==> src/rtl/cordic_iter_engine.sv <==
// Iterative CORDIC engine: one micro-rotation per clock, reading atan(2^-i) from an
// external combinational table addressed by which_angle. Rotation mode drives z to 0;
// vectoring mode (built only when CORDIC_VECTORING_EN is defined) drives y to 0.
// Results are not gain-compensated (K ~= 1.6468).
// A start on the edge that ends DONE is accepted, so back-to-back operations run at
// one per ITERATIONS+1 cycles.
module cordic_iter_engine #(
  parameter int unsigned FIXED_WIDTH = 16,
  parameter int unsigned ITERATIONS  = 9,
  localparam int unsigned IdxW = (ITERATIONS > 1) ? $clog2(ITERATIONS) : 1
) (
  input  logic                          clk,
  input  logic                          rst,
  input  logic                          start,
  input  logic                          mode,
  input  logic signed [FIXED_WIDTH-1:0] x_in,
  input  logic signed [FIXED_WIDTH-1:0] y_in,
  input  logic signed [FIXED_WIDTH-1:0] z_in,
  output logic        [IdxW-1:0]        which_angle,
  input  logic signed [FIXED_WIDTH-1:0] angle_in,
  output logic signed [FIXED_WIDTH-1:0] x_out,
  output logic signed [FIXED_WIDTH-1:0] y_out,
  output logic signed [FIXED_WIDTH-1:0] z_out,
  output logic                          busy,
  output logic                          done
);

  typedef enum logic [1:0] {StIdle, StRun, StDone} state_t;

  state_t                         state_q;
  logic        [IdxW-1:0]         idx_q;
  logic signed [FIXED_WIDTH-1:0]  x_q, y_q, z_q;
  logic signed [FIXED_WIDTH-1:0]  x_shr, y_shr;
  logic signed [FIXED_WIDTH-1:0]  x_nxt, y_nxt, z_nxt;
  logic                           d_pos;
  logic                           last_iter;

`ifdef CORDIC_VECTORING_EN
  logic mode_q;
`else
  // mode is deliberately ignored in rotation-only builds
  logic unused_mode;
  assign unused_mode = mode;
`endif

  // idx is cleared outside RUN, so it doubles as the table index
  assign which_angle = idx_q;
  assign last_iter   = (idx_q == IdxW'(ITERATIONS - 1));

  // Direction choice and one micro-rotation with wrapping arithmetic
  always_comb begin
    x_shr = x_q >>> idx_q;
    y_shr = y_q >>> idx_q;
`ifdef CORDIC_VECTORING_EN
    d_pos = mode_q ? y_q[FIXED_WIDTH-1] : ~z_q[FIXED_WIDTH-1];
`else
    d_pos = ~z_q[FIXED_WIDTH-1];
`endif
    if (d_pos) begin
      x_nxt = x_q - y_shr;
      y_nxt = y_q + x_shr;
      z_nxt = z_q - angle_in;
    end else begin
      x_nxt = x_q + y_shr;
      y_nxt = y_q - x_shr;
      z_nxt = z_q + angle_in;
    end
  end

  // Control FSM, working registers and registered outputs
  always_ff @(posedge clk or posedge rst) begin
    if (rst) begin
      state_q <= StIdle;
      idx_q   <= '0;
      x_q     <= '0;
      y_q     <= '0;
      z_q     <= '0;
`ifdef CORDIC_VECTORING_EN
      mode_q  <= 1'b0;
`endif
      x_out   <= '0;
      y_out   <= '0;
      z_out   <= '0;
      busy    <= 1'b0;
      done    <= 1'b0;
    end else begin
      done <= 1'b0;
      case (state_q)
        StIdle, StDone: begin
          if (start) begin
            x_q     <= x_in;
            y_q     <= y_in;
            z_q     <= z_in;
`ifdef CORDIC_VECTORING_EN
            mode_q  <= mode;
`endif
            idx_q   <= '0;
            busy    <= 1'b1;
            state_q <= StRun;
          end else begin
            state_q <= StIdle;
          end
        end
        StRun: begin
          x_q <= x_nxt;
          y_q <= y_nxt;
          z_q <= z_nxt;
          if (last_iter) begin
            x_out   <= x_nxt;
            y_out   <= y_nxt;
            z_out   <= z_nxt;
            idx_q   <= '0;
            busy    <= 1'b0;
            done    <= 1'b1;
            state_q <= StDone;
          end else begin
            idx_q <= idx_q + 1'b1;
          end
        end
        default: state_q <= StIdle;
      endcase
    end
  end

endmodule

==> config.mk <==
export PLATFORM = sky130hd
export DESIGN_NAME = cordic_iter_engine
export DESIGN_NICKNAME = d
export VERILOG_FILES = /design/src/rtl/cordic_iter_engine.sv
export SDC_FILE = /design/constraint.sdc
export NUM_CORES = 1
export LEC_CHECK = 0
export CORE_ASPECT_RATIO = 0.9
export CORE_UTILIZATION = 35
export CTS_CLUSTER_SIZE = 40
export DETAILED_ROUTE_END_ITERATION = 10
export PLACE_DENSITY_LB_ADDON = 0.1
export SLEW_MARGIN = 0
export SYNTH_ARGS = -nofsm -noshare
export SYNTH_HDL_FRONTEND = slang
export SYNTH_SLANG_ARGS = --single-unit
==> constraint.sdc <==
create_clock -name clk -period 9 [get_ports clk]
set_input_delay 0.9 -clock clk [delete_from_list [all_inputs] [get_ports clk]]
set_output_delay 0.9 -clock clk [all_outputs]
set_load 0.005 [all_outputs]
After elaboration in Yosys (flattened, before gate mapping) --
Cells that the tools add are included.
Storage, ports and cells: bits of input ports 68, word-level logic and storage cells 50, flip-flop bits (word level) 104, output and inout bits 54
Operators by class: muxes and demuxes 20, $add $sub $neg 7, shifts and indexed selects 2, reduce and logical (&&, ||, !) cells 6, equality and inequality tests 5
Operators with widths (number):
- $mux 16 | 6
- $pmux 16 s2 | 3
- $add 16x16->16 | 3
- $sub 16x16->16 | 3
- $sshr 16x4->16 | 2
- $mux 4 | 2
- $pmux 4 s2 | 1
- $mux 1 | 5
- $add 4x1->4 const B | 1
- $eq 4x4->1 const B | 1
- $ne 2x2->1 const B | 2
- $pmux 2 s2 | 1
- $reduce_and 2->1 | 2
- $reduce_and 3->1 | 1
- $eq 2x1->1 const B | 1
- $eq 2x2->1 const B | 1
- $logic_not 2->1 | 1
- $mux 2 | 1
- $pmux 1 s2 | 1
- $reduce_bool 2->1 | 1
- $reduce_or 2->1 | 1

Logic depth before layout (Yosys ltp) --
Gate-level depths: netlist of the first run.
word-level depth 4, depth in mapped cells 21, gate-level depth less buffers 19

Worst setup path after synthesis of the first run --
OpenSTA, ideal clock, no wires.
path type flip-flop to flip-flop, from reg idx_q[1] (netlist: which_angle[1]), to reg y_q[15], clock period less this slack 4.204 ns, library setup time 0.137 ns, buffers on the path 2, stages on the path, launching flop included 19, slack 4.796 ns, arrival 4.067 ns, required time 8.863 ns, cell sequence dfrtp_1 buf_4 buf_6 nor2_1 mux2_4 a222oi_1 o2111ai_1 nor3b_1 nor2_1 xnor2_1 ha_1 a21oi_1 a2bb2oi_1 o211ai_1 a21o_1 a31oi_1 o21ai_0 xnor2_1 a21oi_1
Between the ends: word-level cells in the longest chain between the ends 4, elaborated cells on any way between the ends 5, classes of those cells add/sub: 2; shift: 1; mux: 2
RTL lines:
- from (decl) | RTL line 31 | logic [IdxW-1:0] idx_q;
- from (signal assigned) | RTL line 117 | idx_q <= idx_q + 1'b1;
- $sshr 16x4->16 * | RTL line 52 | x_shr = x_q >>> idx_q;
- $add 16x16->16 or $sub 16x16->16 (tied branches) | RTL line 61, 65
- $mux 16 * | RTL line 59 | if (d_pos) begin
- $pmux 16 s2 * | RTL line 88 | case (state_q)
- to (signal assigned) | RTL line 92 | y_q <= y_in;
- to (signal assigned) | RTL line 106 | y_q <= y_nxt;
- to (decl) | RTL line 32 | logic signed [FIXED_WIDTH-1:0] x_q, y_q, z_q;
Mark *: on every way between the ends. The rest lies on a longest branch, timed or not. A chain may end at the register's enable or synchronous reset.

Final worst setup path of the first run --
from reg idx_q[3] (netlist: which_angle[3]), to reg x_q[14]
Between the ends: word-level cells in the longest chain between the ends 4, elaborated cells on any way between the ends 5, classes of those cells add/sub: 2; shift: 1; mux: 2
RTL lines:
- $sshr 16x4->16 * | RTL line 53 | y_shr = y_q >>> idx_q;
- $sub 16x16->16 or $add 16x16->16 (tied branches) | RTL line 60, 64
- $mux 16 * | RTL line 59
- $pmux 16 s2 * | RTL line 88
- to (signal assigned) | RTL line 91 | x_q <= x_in;
- to (signal assigned) | RTL line 105 | x_q <= x_nxt;
- to (decl) | RTL line 32
Marked as above.

==> flow_summary.ini, run 1 <==
[status]
outcome = finished clean

[grt]
grt_pass1_wl_mm = 41.2
track_usage = 0.207
grt_max_degree = 93
grt_pass1_vias = 7105
grt_overflow = 0
antenna_found_initial = 1

[clock_tree]
path_clk_slew_ns = 0.08
cts_root_buf = clkbuf_16
cts-resized-gates = 0
clk_latency_ns = 0.36
cts_htree_levels = 3
cts_hold_buf = 0
cts_tree = yes
postCtsSetupRepairBufs = 0
clock_tree.buffer_depth = 2
cts_buffers = 9
clock_sinks = 104

[sta]
setup_viol = 0
maxSlewHeadroom = 0.292
clock_skew_ns = 0.00954
fin_setup_tns_ns = 0
finalCritPeriodShare = 0.576
rsz0062_at_grt = false
worst_slew_pin_slew_ns = 1.05
hold_viol_final = 0
setup_slack_ns = 3.81
final_max_slew_viol_count = 0
min_period_ns = 5.19
fmax_ghz = 0.193

[detailed_routing]
wirelength_mm = 26.3
wl_per_cell_um = 18.4
via_count = 7495
vias_per_cell = 5.26
drc = 0
drtPass1Iterations = 9
drtIter0Drc = 395
ant_nets = 0

[synth]
synth_ff_type = dfrtp_1
synth.distinct_cells = 70
syn_area_per_cell_um2 = 8.77
synth_area_um2 = 8760
synth_area_leaders = dfrtp_1 30%, ha_1 7.6%, nand2_1 7.0%
yosysTopAreaCell = dfrtp_1
synth-seq-cells = 104
synth-edff-count = 0
synth-seq-area-share = 0.297
synth_nets = 1123
postSynth.asyncResetShare = 1.00
syn-instance-count = 999
yosysTopAreaCellShare = 0.297
synth_warnings = 0

[placed_design]
dpl_cell_area_um2 = 10200
dpl.hpwl_mm = 19.1
place.gp.congestion = 0.876
portBuffers = 120
pre_cts_ws_ns = 3.85

[setup_path]
critPathTopFamily = compound AO/OA/AOI/OAI gates
crit_path_end_kind = register
critPathRequiredTime_ns = 9.28
cp_max_fo = 28
crit_slowest_cell = dfrtp_1
slowest_delay_ns = 0.76
cp_num_buf_inv = 1
worst_r2r_path_depth = 17
crit_chain = buf_4 > mux2_2 > mux4_1 > o21ai_0 > ha_1 > nor2_1 > xnor2_1 > ha_1 > a21o_1 > a21oi_1 > o21a_1 > nor3_1 > nor3_1 > o41ai_1 > xor2_1 > nand2_1 > o21ai_0
critPathArrivalTime_ns = 5.46
cp.depth = 17
critPathKind = reg2reg
start_kind = register

[floorplan]
fp.dieW_um = 169
die_area_um2 = 25700
core-area_um2 = 24400
ios = 122
start_util = 0.359
rows = 54
fp.dieH_um = 152

[finish]
synthToLayoutAreaGrowth_pct = 20.3
final_area_um2 = 10500
fillers = 2484
antennaDiodeCount = 0
drive_above_1_share = 0.0771
final_nets = 1209

[run]
maxCapViolations = 0

[min_path]
hold_depth = 2
hold_class = reg2reg
[final cells by class]
| type | instances | area (um^2) | share of cell area |
|---|---|---|---|
| clock buffers | 9 | 225 | 0.0214 |
| clock inverters | 7 | 83.8 | 0.00796 |
| inverters | 31 | 119 | 0.0113 |
| multi-input cells | 809 | 5810 | 0.551 |
| flip-flops and latches | 104 | 2600 | 0.247 |
| well taps | 336 | 420 | 0.0399 |
| repair buffers | 130 | 1280 | 0.121 |
[cell usage after synthesis, drive strengths merged, types with 25 or more instances]
master	count
a21oi	69
buf	28
clkbuf	27
dfrtp	104
ha	53
inv	30
mux2i	40
mux4	26
nand2	164
nor2	71
nor2b	25
o21ai	75
xnor2	49
xor2	33
[kinds of logic after synthesis]
family | Yosys count | share of synthesized area
buffers and inverters | 86 | 0.0417
muxes | 88 | 0.146
DFF | 104 | 0.297
AOI/OAI and AO/OA | 256 | 0.184
xor gates and xnor gates | 82 | 0.0820
adders and majority gates | 56 | 0.0826
and+or+nand+nor | 327 | 0.167
[per-stage QoR]
step	std cells	hold slack, ns	utilization
6_report	1426	0.478	0.432
5_1_grt	1426	0.496	0.432
4_1_cts	1426	0.481	0.432
3_5_place_dp	1410	0.461	0.419
3_3_place_gp	1410	0.461	0.419
2_1_floorplan	999	0.463	-
[state kept, by name, indices dropped and copies added, names as in the netlist]
name	count
done	1
which_angle	4
busy	1
state_q	2
z_out	16
x_q	16
y_out	16
z_q	16
y_q	16
x_out	16
[path summary, 6_finish.rpt]
check	from	endpoint	slack (ns)
max in group asynchronous	rst	x_out[3]	6.82
min in group asynchronous	rst	z_out[13]	1.01
setup reg to reg	which_angle[3]	x_q[14]	3.81
hold / removal	x_out[0]	x_out[0]	0.48
setup / recovery	which_angle[3]	x_q[14]	3.81
hold reg to reg	x_out[0]	x_out[0]	0.48
[cell usage in the layout, fill, tap and decap left out, types with 23 or more instances in the layout]
cell / Yosys / final
nand2_1: 164 / 164
clkdlybuf4s50_1: 0 / 120
dfrtp_1: 104 / 104
o21ai_0: 73 / 73
nor2_1: 71 / 71
a21oi_1: 69 / 69
ha_1: 53 / 53
xnor2_1: 49 / 49
mux2i_1: 40 / 40
xor2_1: 33 / 33
inv_1: 29 / 28
a211oi_1: 23 / 23
nor2b_1: 25 / 23
[worst min-delay path, cell delays in order (launching register included)]
cell and delay, ns:
dfrtp_1 0.35, nand2_1 0.05, nand2_1 0.05
[metal layers]
layer	GRT usage	up-vias	wire [um]
met5	0	-	12
met4	0.0411	2	251
met3	0.0323	15	925
met2	0.308	138	11400
met1	0.314	3594	13700
li1	-	3746	-
Power of run 1 is left out: the tool's default activity adds up to more than one toggle a clock period on the data nets, which glitch-free logic cannot reach.
==> run 2, diff against run 1 <==
Clock period 9 ns to 4.4 ns, I/O delays scaled along.
==> run 2 against run 1 <==
  * Non-clock buffer count up 127
  * Cell count up 8.9%
  * Sequential cell count unchanged
  * First-iteration DRC count down 13%
  * Critical path depth up 4
  * Via count up 5.7%
  * Register-to-register slack worse by 3.6 ns
  * Die area unchanged
  * Sequential share of layout area down 2.4 points
  * Global-route usage up 0.84 points
  * Fmax up 23%
  * Clock-buffer cell count unchanged
==> flow_summary.ini, run 2 (synthesis gave the netlist of run 1 again) <==
[clock_tree]
clock_sinks = 104
cts_buffers = 9
clock_tree.buffer_depth = 2
cts_hold_buf = 0
path_clk_slew_ns = 0.08
cts_htree_levels = 3
clk_latency_ns = 0.37
cts_root_buf = clkbuf_16
cts_tree = yes

[setup_path]
start_kind = register
critPathRequiredTime_ns = 4.70
critPathKind = reg2reg
r2r-start = which_angle[0]
cp_max_fo = 5
reg2reg_to = y_out[11]
regToRegSetupSlack_ns = 0.18
worst_r2r_path_depth = 21
critPathArrivalTime_ns = 4.51
crit_path_end_kind = register

[run]
maxCapViolations = 0

[sta]
clock_skew_ns = 0.0199
setup_slack_ns = 0.184
rsz0062_at_grt = true
hold_viol_final = 0
min_period_ns = 4.22
finalCritPeriodShare = 0.958
setup_viol = 0
final_max_slew_viol_count = 0
fmax_ghz = 0.237
worst_slew_pin_slew_ns = 0.739
maxSlewHeadroom = 0.507
timing.hold.ws_ns = 0.478

[placed_design]
portBuffers = 120
place.gp.congestion = 0.905
dpl.hpwl_mm = 21.1
pre_cts_ws_ns = 0.0361

[min_path]
hold_class = reg2reg
whs_endpoint = y_out[11]
hold_depth = 2
worst_hold_startpoint = y_out[11]

[finish]
final_cell_mix = 163 x nand2_1, 131 x buf_4, 120 x clkdlybuf4s50_1
synthToLayoutAreaGrowth_pct = 33.3
final_nets = 1336
fillers = 2384
utilization = 0.479
drive_above_1_share = 0.195
mostFrequentLayoutCell = nand2_1
antennaDiodeCount = 0

[detailed_routing]
vias_per_cell = 5.10
wl_per_cell_um = 17.6
via_count = 7922
drtPass1Iterations = 5
wirelength_mm = 27.3
ant_nets = 0
drc = 0
drtIter0Drc = 342

[floorplan]
fp.dieH_um = 152
ios = 122
core-area_um2 = 24400
fp.dieW_um = 169
start_util = 0.359
rows = 54
die_area_um2 = 25700

[grt]
antenna_found_initial = 0
grt_overflow = 0
grt_pass1_wl_mm = 43.4
track_usage = 0.215
grt_pass1_vias = 7773
grt_max_degree = 73

[status]
outcome = finished clean
==> run 2: changes by cell type in the layout (fill, tap and decap cells not counted), sizes merged <==
| cell | delta |
|---|---|
| clkinv | +3 |
| buf | +126 |
| bufinv | -1 |
| clkbuf | +1 |
| inv | -2 |
==> run 2: worst max-delay path: stages, from the launching register on <==
cell and delay, ns:
dfrtp_2 0.46, clkbuf_16 0.18, mux2_4 0.30, mux2_4 0.28, a222oi_1 0.31, buf_4 0.18, o2111ai_2 0.14, buf_4 0.18
nor3b_4 0.19, a21oi_1 0.10, xnor2_1 0.22, ha_1 0.31, nand4_1 0.11, inv_1 0.05, a2bb2oi_1 0.16, o211ai_1 0.13
a21o_1 0.22, buf_4 0.13, xor2_1 0.23, buf_4 0.16, nand2_1 0.04, nand2_1 0.07
==> run 2: layer usage <==
| metal | up-vias | global-route usage | part of all wire |
|---|---|---|---|
| li1 | 3994 | - | - |
| met4 | 0 | 0.0403 | 0.011 |
| met3 | 16 | 0.0263 | 0.036 |
| met2 | 165 | 0.330 | 0.44 |
| met5 | - | 0 | 0 |
| met1 | 3747 | 0.324 | 0.51 |
==> run 2: worst max path at each step <==
stage / start / end / slack (ns)
global placement: which_angle[1] / y_out[14] / 0.02
finish: which_angle[0] / y_out[11] / 0.18
detailed placement: which_angle[3] / x_out[15] / 0.04
floorplan: which_angle[1] / y_q[15] / 0.20
CTS: which_angle[1] / y_q[15] / 0.008
global route: which_angle[0] / x_out[15] / -0.05
==> run 2: cell type report <==
cell class	instances	area, um^2	area share
Multi-Input combinational cell	809	5920	0.507
Clock buffer	9	225	0.0193
Sequential cell	104	2610	0.223
Clock inverter	7	83.8	0.00718
Timing Repair Buffer	257	2300	0.197
Tap cell	336	420	0.0360
Inverter	31	119	0.0102
==> run 2: timing repair <==
| item | CTS | global route |
|---|---|---|
| pin swaps | 0 | 16 |
| cloned | 0 | 1 |
| gates resized for setup | 1 | 33 |
| setup endpoints to repair | 1 | 22 |
| buffers inserted | 0 | 5 |
==> run 2: metrics by stage <==
step                std cells  cell area, um^2  setup TNS, ns
finish                   1553            11700              0
CTS                      1547            11500              0
global route             1553            11700         -0.171
detailed placement       1531            11200              0
global placement         1531            11200              0
floorplan                 999             8760              0
Power of run 2 is left out for the same reason.
